===== config.mk =====
export PLATFORM = sky130hd
export DESIGN_NAME = contention_arbiter_n
export DESIGN_NICKNAME = d
export VERILOG_FILES = /design/src/rtl/contention_arbiter_n.sv
export SDC_FILE = /design/constraint.sdc
export NUM_CORES = 1
export LEC_CHECK = 0
export ABC_AREA = 1
export CAP_MARGIN = 20
export CORE_MARGIN = 3
export CORE_UTILIZATION = 44
export DETAILED_ROUTE_END_ITERATION = 8
export GPL_TIMING_DRIVEN = 0
export PLACE_DENSITY = 0.92
export SLEW_MARGIN = 25
export SYNTH_ARGS = -nofsm -noshare
export SYNTH_HDL_FRONTEND = slang
export SYNTH_SLANG_ARGS = --single-unit

===== constraint.sdc =====
create_clock -name clk -period 5.35 [get_ports clk]
set_input_delay 1.605 -clock clk [delete_from_list [all_inputs] [get_ports clk]]
set_output_delay 1.605 -clock clk [all_outputs]
set_load 0.03 [all_outputs]

===== src/rtl/contention_arbiter_n.sv =====
// contention_arbiter_n: grants the fullest pixel FIFO and forwards one pixel per grant to the Z-buffer.
// Optional CT_RR_TIEBREAK_EN: round-robin tie-break among max-fill channels. Rev 1.0
`default_nettype none

module contention_arbiter_n #(
  parameter int NUM_CH         = 4,
  parameter int FILL_WIDTH     = 8,
  parameter int PIXEL_WIDTH    = 8,
  parameter int TIMEOUT_CYCLES = 16
) (
  input  logic                          clk,
  input  logic                          reset,
  input  logic [NUM_CH*PIXEL_WIDTH-1:0] pix_in,
  input  logic [NUM_CH*FILL_WIDTH-1:0]  fill,
  input  logic [NUM_CH-1:0]             ack,
  input  logic                          rdy_z_buffer,
  output logic [NUM_CH-1:0]             req,
  output logic                          send_z_buffer,
  output logic [PIXEL_WIDTH-1:0]        pix_out,
  output logic [$clog2(NUM_CH)-1:0]     grant_id
);

  localparam int GW   = $clog2(NUM_CH);
  localparam int CW   = (TIMEOUT_CYCLES > 1) ? $clog2(TIMEOUT_CYCLES) : 1;
  localparam int TMAX = (TIMEOUT_CYCLES > 0) ? TIMEOUT_CYCLES - 1 : 0;
  localparam logic [CW-1:0] TLAST = TMAX[CW-1:0];

  localparam logic [1:0] S_IDLE    = 2'd0;
  localparam logic [1:0] S_HARVEST = 2'd1;
  localparam logic [1:0] S_SEND    = 2'd2;
  localparam logic [1:0] S_WAIT    = 2'd3;

  logic [1:0]             state, state_nxt;
  logic [CW-1:0]          tcnt, tcnt_nxt;
  logic [NUM_CH-1:0]      req_nxt;
  logic                   send_nxt;
  logic [PIXEL_WIDTH-1:0] pix_nxt;
  logic [GW-1:0]          gid_nxt;
  logic [GW-1:0]          sel;
  logic [FILL_WIDTH-1:0]  best_fill;
  logic                   any_fill;
  logic                   ack_g;
  logic                   timeout_hit;

`ifdef CT_RR_TIEBREAK_EN
  logic [GW-1:0] last_served, last_nxt;
  int            rr_idx;

  // Scan starts just after the last served channel so equal fills rotate.
  always_comb begin
    sel       = '0;
    best_fill = '0;
    rr_idx    = 0;
    for (int k = 0; k < NUM_CH; k++) begin
      rr_idx = (int'(last_served) + 1 + k) % NUM_CH;
      if (k == 0 || fill[rr_idx*FILL_WIDTH +: FILL_WIDTH] > best_fill) begin
        best_fill = fill[rr_idx*FILL_WIDTH +: FILL_WIDTH];
        sel       = GW'(rr_idx);
      end
    end
  end
`else
  always_comb begin
    sel       = '0;
    best_fill = '0;
    for (int i = 0; i < NUM_CH; i++) begin
      if (i == 0 || fill[i*FILL_WIDTH +: FILL_WIDTH] > best_fill) begin
        best_fill = fill[i*FILL_WIDTH +: FILL_WIDTH];
        sel       = GW'(i);
      end
    end
  end
`endif

  assign any_fill    = |fill;
  assign ack_g       = ack[grant_id];
  assign timeout_hit = (TIMEOUT_CYCLES > 0) && (tcnt == TLAST);

  always_ff @(posedge clk) begin
    if (!reset) begin
      state         <= S_IDLE;
      tcnt          <= '0;
      req           <= '0;
      send_z_buffer <= 1'b0;
      pix_out       <= '0;
      grant_id      <= '0;
`ifdef CT_RR_TIEBREAK_EN
      last_served   <= GW'(NUM_CH - 1);
`endif
    end else begin
      state         <= state_nxt;
      tcnt          <= tcnt_nxt;
      req           <= req_nxt;
      send_z_buffer <= send_nxt;
      pix_out       <= pix_nxt;
      grant_id      <= gid_nxt;
`ifdef CT_RR_TIEBREAK_EN
      last_served   <= last_nxt;
`endif
    end
  end

  always_comb begin
    state_nxt = state;
    case (state)
      S_IDLE:    if (rdy_z_buffer) state_nxt = S_HARVEST;
      S_HARVEST: begin
        if (!rdy_z_buffer) state_nxt = S_IDLE;
        else if (any_fill) state_nxt = S_SEND;
      end
      S_SEND: begin
        if (ack_g)            state_nxt = S_WAIT;
        else if (timeout_hit) state_nxt = S_HARVEST;
      end
      S_WAIT:    if (!rdy_z_buffer) state_nxt = S_IDLE;
      default:   state_nxt = S_IDLE;
    endcase
  end

  // Next values of the registered outputs; ack takes priority over timeout.
  always_comb begin
    req_nxt  = req;
    send_nxt = send_z_buffer;
    pix_nxt  = pix_out;
    gid_nxt  = grant_id;
    tcnt_nxt = tcnt;
`ifdef CT_RR_TIEBREAK_EN
    last_nxt = last_served;
`endif
    case (state)
      S_HARVEST: begin
        if (rdy_z_buffer && any_fill) begin
          gid_nxt  = sel;
          tcnt_nxt = '0;
          req_nxt  = {{(NUM_CH-1){1'b0}}, 1'b1} << sel;
        end
      end
      S_SEND: begin
        if (ack_g) begin
          pix_nxt  = pix_in[int'(grant_id)*PIXEL_WIDTH +: PIXEL_WIDTH];
          req_nxt  = '0;
          send_nxt = 1'b1;
`ifdef CT_RR_TIEBREAK_EN
          last_nxt = grant_id;
`endif
        end else if (timeout_hit) begin
          req_nxt  = '0;
          tcnt_nxt = '0;
        end else begin
          tcnt_nxt = tcnt + 1'b1;
        end
      end
      S_WAIT: begin
        if (!rdy_z_buffer) begin
          send_nxt = 1'b0;
          pix_nxt  = '0;
        end
      end
      default: begin
        req_nxt  = '0;
        send_nxt = 1'b0;
        pix_nxt  = '0;
      end
    endcase
  end

endmodule

`default_nettype wire


# After elaboration in Yosys (flattened, before gate mapping)
# Index checks and enable logic that the tools add are counted.
# W data, S select, Z words.
classes:
  magnitude_cmp: 4
  reduce_logical: 9
  n_bitwise: 2
  addsub: 1
  shifts: 2
  muxes: 28
  n_eq_ne: 11
op_table:
  columns: ["op", "count"]
  rows:
  - ["$mux W8", 4]
  - ["$reduce_or A32 Y1", 1]
  - ["$shiftx A32 B6 Y8", 1]
  - ["$gt A8 B8 Y1", 3]
  - ["$mux W4", 6]
  - ["$pmux W8 S3", 1]
  - ["$mux W2", 8]
  - ["$pmux W4 S3", 1]
  - ["$ne A2 B2 Y1 const B", 5]
  - ["$reduce_and A3 Y1", 3]
  - ["$pmux W2 S4", 1]
  - ["$pmux W4 S2", 1]
  - ["$ne A3 B3 Y1 const B", 2]
  - ["$add A4 B1 Y4 const B", 1]
  - ["$eq A2 B2 Y1 const B", 2]
  - ["$eq A4 B4 Y1 const B", 1]
  - ["$mux W1", 4]
  - ["$reduce_and A4 Y1", 1]
  - ["$shl A1 B2 Y4 const A", 1]
  - ["$lt A2 B3 Y1 const B", 1]
  - ["$pmux W1 S3", 1]
  - ["$bmux W1 S2", 1]
  - ["$eq A2 B1 Y1 const B", 1]
  - ["$logic_not A2 Y1", 1]
  - ["other kinds (4)", 5]
word_totals:
  input_bits: 71
  ff_bits: 21

# Depth between registers and ports, before layout
depth:
  ltp_word: 9
  ltp_mapped: 37
  ltp_nobuf: 36

# Worst setup path before layout
# Ideal clock, no wire load.
synth_path:
  path_kind: "input -> register"
  from: "input port fill[7]"
  to: "register grant_id[0]"
  n_path_buf: 2
  setup_ns: 0.117
  slack_ns: 0.562
  cell_stages: 25
  required_time_ns: 5.233
  arrival_ns: 4.671
  path_cell_list: "inv_1 -> ha_1 -> a21o_1 -> nor2_1 -> nand2_1 -> nand2_2 -> buf_6 -> nand2_1 -> o21ai_0 -> ha_1 -> a21oi_1 -> nor2_1 -> nor2_1 -> nand2_1 -> nand2_2 -> clkbuf_1 -> o21ai_0 -> ha_1 -> a21o_1 -> nor2_1 -> nand2_1 -> nand2_1 -> inv_1 -> nor3_1 -> nor2_1"
synth_via:
  elab_chain_cells: 6
  elab_cells_between_ends: 11
synth_lines:
  columns: ["element", "line_no", "rtl"]
  rows:
  - ["start, declared", "14", "input logic [NUM_CH*FILL_WIDTH-1:0] fill,"]
  - ["$gt A8 B8 Y1", "67", "if (i == 0 || fill[i*FILL_WIDTH +: FILL_WIDTH] > best_fill) begin"]
  - ["$mux W8", "67", null]
  - ["$gt A8 B8 Y1", "67", null]
  - ["$mux W8", "67", null]
  - ["$gt A8 B8 Y1", "67", null]
  - ["$mux W2", "67", null]
  - ["end signal, assigned", "96", "grant_id <= gid_nxt;"]
  - ["end, declared", "20", "output logic [$clog2(NUM_CH)-1:0] grant_id"]
# Parallel ways exist; a longest one is shown, timed or not.
# A chain may end at the register's enable or synchronous reset.

# Final worst setup path
layout_path:
  from: "input port fill[7]"
  to: "register req[0]"
layout_via:
  elab_chain_cells: 9
  elab_cells_between_ends: 15
layout_lines:
  columns: ["element", "line_no", "rtl"]
  rows:
  - ["$gt A8 B8 Y1", "67", null]
  - ["$mux W8", "67", null]
  - ["$gt A8 B8 Y1", "67", null]
  - ["$mux W8", "67", null]
  - ["$gt A8 B8 Y1", "67", null]
  - ["$mux W2", "67", null]
  - ["$shl A1 B2 Y4", "135", "req_nxt = {{(NUM_CH-1){1'b0}}, 1'b1} << sel;"]
  - ["$mux W4", "132", "if (rdy_z_buffer && any_fill) begin"]
  - ["$pmux W4 S3", "130", "case (state)"]
  - ["end signal, assigned", "93", "req <= req_nxt;"]
  - ["end, declared", "17", "output logic [NUM_CH-1:0] req,"]
# Parallel ways exist; a longest one is shown, timed or not. The select of a mux whose other input is x is not followed.

==> metrics.txt <==
# TYPE chip_impl_metric gauge
chip_impl_info{name="status",value="complete, no violations"} 1
chip_impl_metric{name="route.detailed.wl_per_inst",unit="microns"} 13.9
chip_impl_metric{name="fin_total_pwr",unit="W"} 0.000842
chip_impl_metric{name="ioPinCount",unit=""} 86
chip_impl_metric{name="grt_antenna_before_repair",unit=""} 0
chip_impl_metric{name="avgViaCountPerCell",unit=""} 5.32
chip_impl_metric{name="grt-ovfl-total",unit=""} 0
chip_impl_metric{name="insertion_delay_of_the_later_clocked_pin_in_the_worst_skew_pair",unit="ns"} 0.25
chip_impl_metric{name="final_net_count",unit=""} 545
chip_impl_metric{name="synthCells",unit=""} 349
chip_impl_metric{name="area_growth",unit="%"} 58.4
chip_impl_metric{name="chipHeight",unit="microns"} 75.1
chip_impl_info{name="crit_top_cell",value="sky130_fd_sc_hd__nand2_1"} 1
chip_impl_metric{name="placement.io_buffers",unit=""} 85
chip_impl_info{name="synthTopCellsByArea",value="sky130_fd_sc_hd__dfxtp_1, sky130_fd_sc_hd__nand2_1, sky130_fd_sc_hd__ha_1, sky130_fd_sc_hd__nor2_1, sky130_fd_sc_hd__o21ai_0"} 1
chip_impl_metric{name="cts.clk_slew.worst_paths",unit="ns"} 0.07
chip_impl_metric{name="largest_net_degree_at_the_start_of_global_routing",unit=""} 12
chip_impl_info{name="path_class",value="input pin to flop"} 1
chip_impl_info{name="cell_taking_the_most_area_after_synthesis",value="sky130_fd_sc_hd__dfxtp_1"} 1
chip_impl_info{name="worstSetupEndpointType",value="flop"} 1
chip_impl_metric{name="synth_area",unit="sq mm"} 0.00210
chip_impl_metric{name="cp.arrival",unit="ns"} 5.38
chip_impl_metric{name="yosys_warn_count",unit=""} 0
chip_impl_metric{name="cts_buffer_depth",unit=""} 2
chip_impl_metric{name="grt_pass1_vias",unit=""} 2384
chip_impl_metric{name="final_clock_period_utilization_by_the_worst_path",unit="%"} 97.1
chip_impl_metric{name="areal_power_density_over_the_cells",unit="mW/mm^2"} 253
chip_impl_info{name="hold_path_class",value="flop to flop"} 1
chip_impl_metric{name="worst-endpoint-required",unit="ns"} 5.53
chip_impl_metric{name="routed_wirelength",unit="microns"} 6930
chip_impl_metric{name="setup_viol_count_final",unit=""} 0
chip_impl_metric{name="seq_area_frac_synth",unit="%"} 20.0
chip_impl_metric{name="grt_pass1_wl",unit="microns"} 9680
chip_impl_metric{name="worstMarginPinSlew",unit="ns"} 0.395
chip_impl_metric{name="maxSlewViolCount",unit=""} 0
chip_impl_metric{name="synth-seq-cells",unit=""} 21
chip_impl_metric{name="drc_errors",unit=""} 0
chip_impl_metric{name="grt_util_all_layers",unit="%"} 21.6
chip_impl_metric{name="floorplan.die.width",unit="microns"} 75.1
chip_impl_metric{name="crit_fanout",unit=""} 9
chip_impl_metric{name="timing.fmax",unit="GHz"} 0.192
chip_impl_info{name="worst_setup_path_start_kind",value="input pin"} 1
chip_impl_metric{name="placementRows",unit=""} 24
chip_impl_metric{name="postRouteAntennaNets",unit=""} 0
chip_impl_metric{name="syn-num-nets",unit=""} 445
chip_impl_metric{name="finalInstanceArea",unit="sq mm"} 0.00333
chip_impl_metric{name="gp_routability_congestion",unit=""} 0.847
chip_impl_metric{name="detailedRoute.firstIterationViolations",unit=""} 161
chip_impl_metric{name="synthDominantCellAreaShare",unit="%"} 20.0
chip_impl_metric{name="hold_viol",unit=""} 0
chip_impl_metric{name="final_period_minus_worst_setup_slack",unit="ns"} 5.20
chip_impl_metric{name="n_antenna_cell",unit=""} 0
chip_impl_metric{name="cap_viol_max_count",unit=""} 0
chip_impl_metric{name="dpl.hpwl",unit="microns"} 5130
chip_impl_info{name="root_buffer",value="sky130_fd_sc_hd__clkbuf_8"} 1
chip_impl_metric{name="tritoncts.num_buffers",unit=""} 3
chip_impl_metric{name="postSynthAreaPerCell",unit="sq um"} 6.02
chip_impl_info{name="crit_path_max_delay_cell_type",value="sky130_fd_sc_hd__clkdlybuf4s50_1"} 1
chip_impl_metric{name="cts_htree_levels",unit=""} 1
chip_impl_metric{name="slew_headroom",unit="%"} 73.7
chip_impl_metric{name="delay_of_the_slowest_critical_path_stage",unit="ns"} 0.47
chip_impl_metric{name="die_area",unit="sq mm"} 0.00564
chip_impl_metric{name="core-area",unit="sq mm"} 0.00447
chip_impl_info{name="grt_setup_unrepaired",value="yes"} 1
chip_impl_metric{name="postPlaceCellArea",unit="sq mm"} 0.00302
chip_impl_metric{name="netlist-cell-type-count",unit=""} 28
chip_impl_metric{name="drt_pass1_iterations",unit=""} 5
chip_impl_metric{name="power.leakage",unit="nW"} 1.46
chip_impl_metric{name="timing.clock.skew",unit="ns"} 0.00160
chip_impl_metric{name="hold_bufs_inserted_after_cts",unit=""} 0
chip_impl_metric{name="cts_sinks",unit=""} 21
chip_impl_metric{name="peak_supply_drop",unit="mV"} 0.153
chip_impl_metric{name="start_util",unit="%"} 47.0
chip_impl_info{name="cts_tree",value="yes"} 1
chip_impl_metric{name="drive_gt1_share",unit="%"} 15.2
chip_impl_metric{name="route.vias.total",unit=""} 2662
==> cells by family (layout without fill, tap and decap cells) <==
group | Yosys count | count (layout) | synth area share, %
compound gates | 77 | 77 | 20.1
fa+ha+maj | 25 | 25 | 14.9
buf+inv | 43 | 142 | 8.40
flops | 21 | 21 | 20.0
simple gates | 183 | 183 | 36.6
==> layer usage <==
layer,vias up,wire length [microns],track usage [%]
li1,1337,-,-
met1,1174,2690,23.5
met2,137,3430,41.8
met3,14,669,4.27
met4,0,131,5.73
met5,-,0,0
==> metrics by stage <==
step	utilization (%)	hold slack, ns	instances	setup slack, ns	TNS (ns)
2_1_floorplan	-	0.453	349	0.562	0
3_3_place_gp	67.4	0.447	486	-0.465	-2.35
3_5_place_dp	67.4	0.455	486	-0.593	-3.01
4_1_cts	69.2	0.467	492	0.0265	0
5_1_grt	74.4	0.489	500	-0.139	-0.586
6_report	74.4	0.463	500	0.155	0
==> sequential cells by signal, indices dropped and copies added, names as in the netlist <==
register / count
tcnt: 4
send_z_buffer: 1
pix_out: 8
req: 4
state: 2
grant_id: 2
==> where the power goes <==
group	internal, W	total [W]	switching, W
sequential	0.000184	0.000202	0.0000189
clock	0.0000529	0.0000998	0.0000469
combinational	0.000233	0.000540	0.000308
==> critical path: cells and delay by family <==
family / cells / cell delay, ns
AO/OA/AOI/OAI: 5 / 0.68
adder cells (fa/ha/maj): 3 / 0.76
AND/OR/NAND/NOR: 16 / 1.33
buffers and inverters: 6 / 1.00
==> worst paths after layout <==
path / slack (ns) / startpoint / end / cells past startpoint
setup / recovery: 0.15 / fill[7] / req[0] / 30
hold / removal: 0.46 / pix_out[1] / pix_out[1] / 2
hold reg to reg: 0.46 / pix_out[1] / pix_out[1] / 2
setup reg to reg: 3.87 / grant_id[1] / req[2] / 7
==> Yosys cell counts <==
| master | number |
|---|---|
| sky130_fd_sc_hd__a21o_1 | 3 |
| sky130_fd_sc_hd__a21oi_1 | 25 |
| sky130_fd_sc_hd__a21oi_2 | 1 |
| sky130_fd_sc_hd__buf_2 | 3 |
| sky130_fd_sc_hd__buf_4 | 1 |
| sky130_fd_sc_hd__buf_6 | 1 |
| sky130_fd_sc_hd__clkbuf_1 | 2 |
| sky130_fd_sc_hd__clkinv_1 | 1 |
| sky130_fd_sc_hd__dfxtp_1 | 21 |
| sky130_fd_sc_hd__ha_1 | 25 |
| sky130_fd_sc_hd__inv_1 | 31 |
| sky130_fd_sc_hd__inv_2 | 4 |
| sky130_fd_sc_hd__nand2_1 | 92 |
| sky130_fd_sc_hd__nand2_2 | 3 |
| sky130_fd_sc_hd__nand2_4 | 1 |
| sky130_fd_sc_hd__nand3_1 | 6 |
| sky130_fd_sc_hd__nand3_4 | 1 |
| sky130_fd_sc_hd__nand4_1 | 4 |
| sky130_fd_sc_hd__nor2_1 | 68 |
| sky130_fd_sc_hd__nor2_2 | 4 |
| sky130_fd_sc_hd__nor2_4 | 1 |
| sky130_fd_sc_hd__nor2_8 | 1 |
| sky130_fd_sc_hd__nor3_1 | 2 |
| sky130_fd_sc_hd__o21ai_0 | 38 |
| sky130_fd_sc_hd__o21ai_1 | 2 |
| sky130_fd_sc_hd__o21ai_2 | 2 |
| sky130_fd_sc_hd__o21ai_4 | 1 |
| sky130_fd_sc_hd__o22ai_1 | 5 |
==> placed cells by master, fill, tap and decap left out, types with 2 or more instances in the layout <==
cell type and count:
sky130_fd_sc_hd__ha_1 19, sky130_fd_sc_hd__a21o_1 3, sky130_fd_sc_hd__nand2_4 3, sky130_fd_sc_hd__a21oi_2 5, sky130_fd_sc_hd__buf_8 2, sky130_fd_sc_hd__o21ai_1 7
sky130_fd_sc_hd__clkbuf_8 3, sky130_fd_sc_hd__clkdlybuf4s50_1 84, sky130_fd_sc_hd__inv_2 7, sky130_fd_sc_hd__a21oi_1 21, sky130_fd_sc_hd__nand3_1 6, sky130_fd_sc_hd__dfxtp_1 21
sky130_fd_sc_hd__buf_2 3, sky130_fd_sc_hd__nor2_2 8, sky130_fd_sc_hd__nand2_1 86, sky130_fd_sc_hd__o22ai_1 5, sky130_fd_sc_hd__inv_1 28, sky130_fd_sc_hd__nor2_1 64
sky130_fd_sc_hd__nand4_1 4, sky130_fd_sc_hd__o21ai_0 27, sky130_fd_sc_hd__buf_4 9, sky130_fd_sc_hd__nand2_2 7, sky130_fd_sc_hd__o21ai_2 8, sky130_fd_sc_hd__ha_4 6
sky130_fd_sc_hd__clkbuf_1 2
==> what timing repair did <==
action / CTS / global route
gates resized for setup: 5 / 45
gates cloned: 0 / 1
endpoints found under the setup margin: 6 / 6
buffers inserted: 2 / 7
pin swaps: 2 / 20
==> area by class of cell <==
| type | count | area [sq um] |
|---|---|---|
| buffer | 7 | 56.3 |
| clock buffer | 4 | 45.0 |
| fill | 329 | 1150 |
| inverter | 36 | 135 |
| multi-input combinational | 285 | 1660 |
| sequential | 21 | 420 |
| tap | 52 | 65.1 |
| timing repair buffer | 95 | 950 |
(Power assumes the default switching activity.)
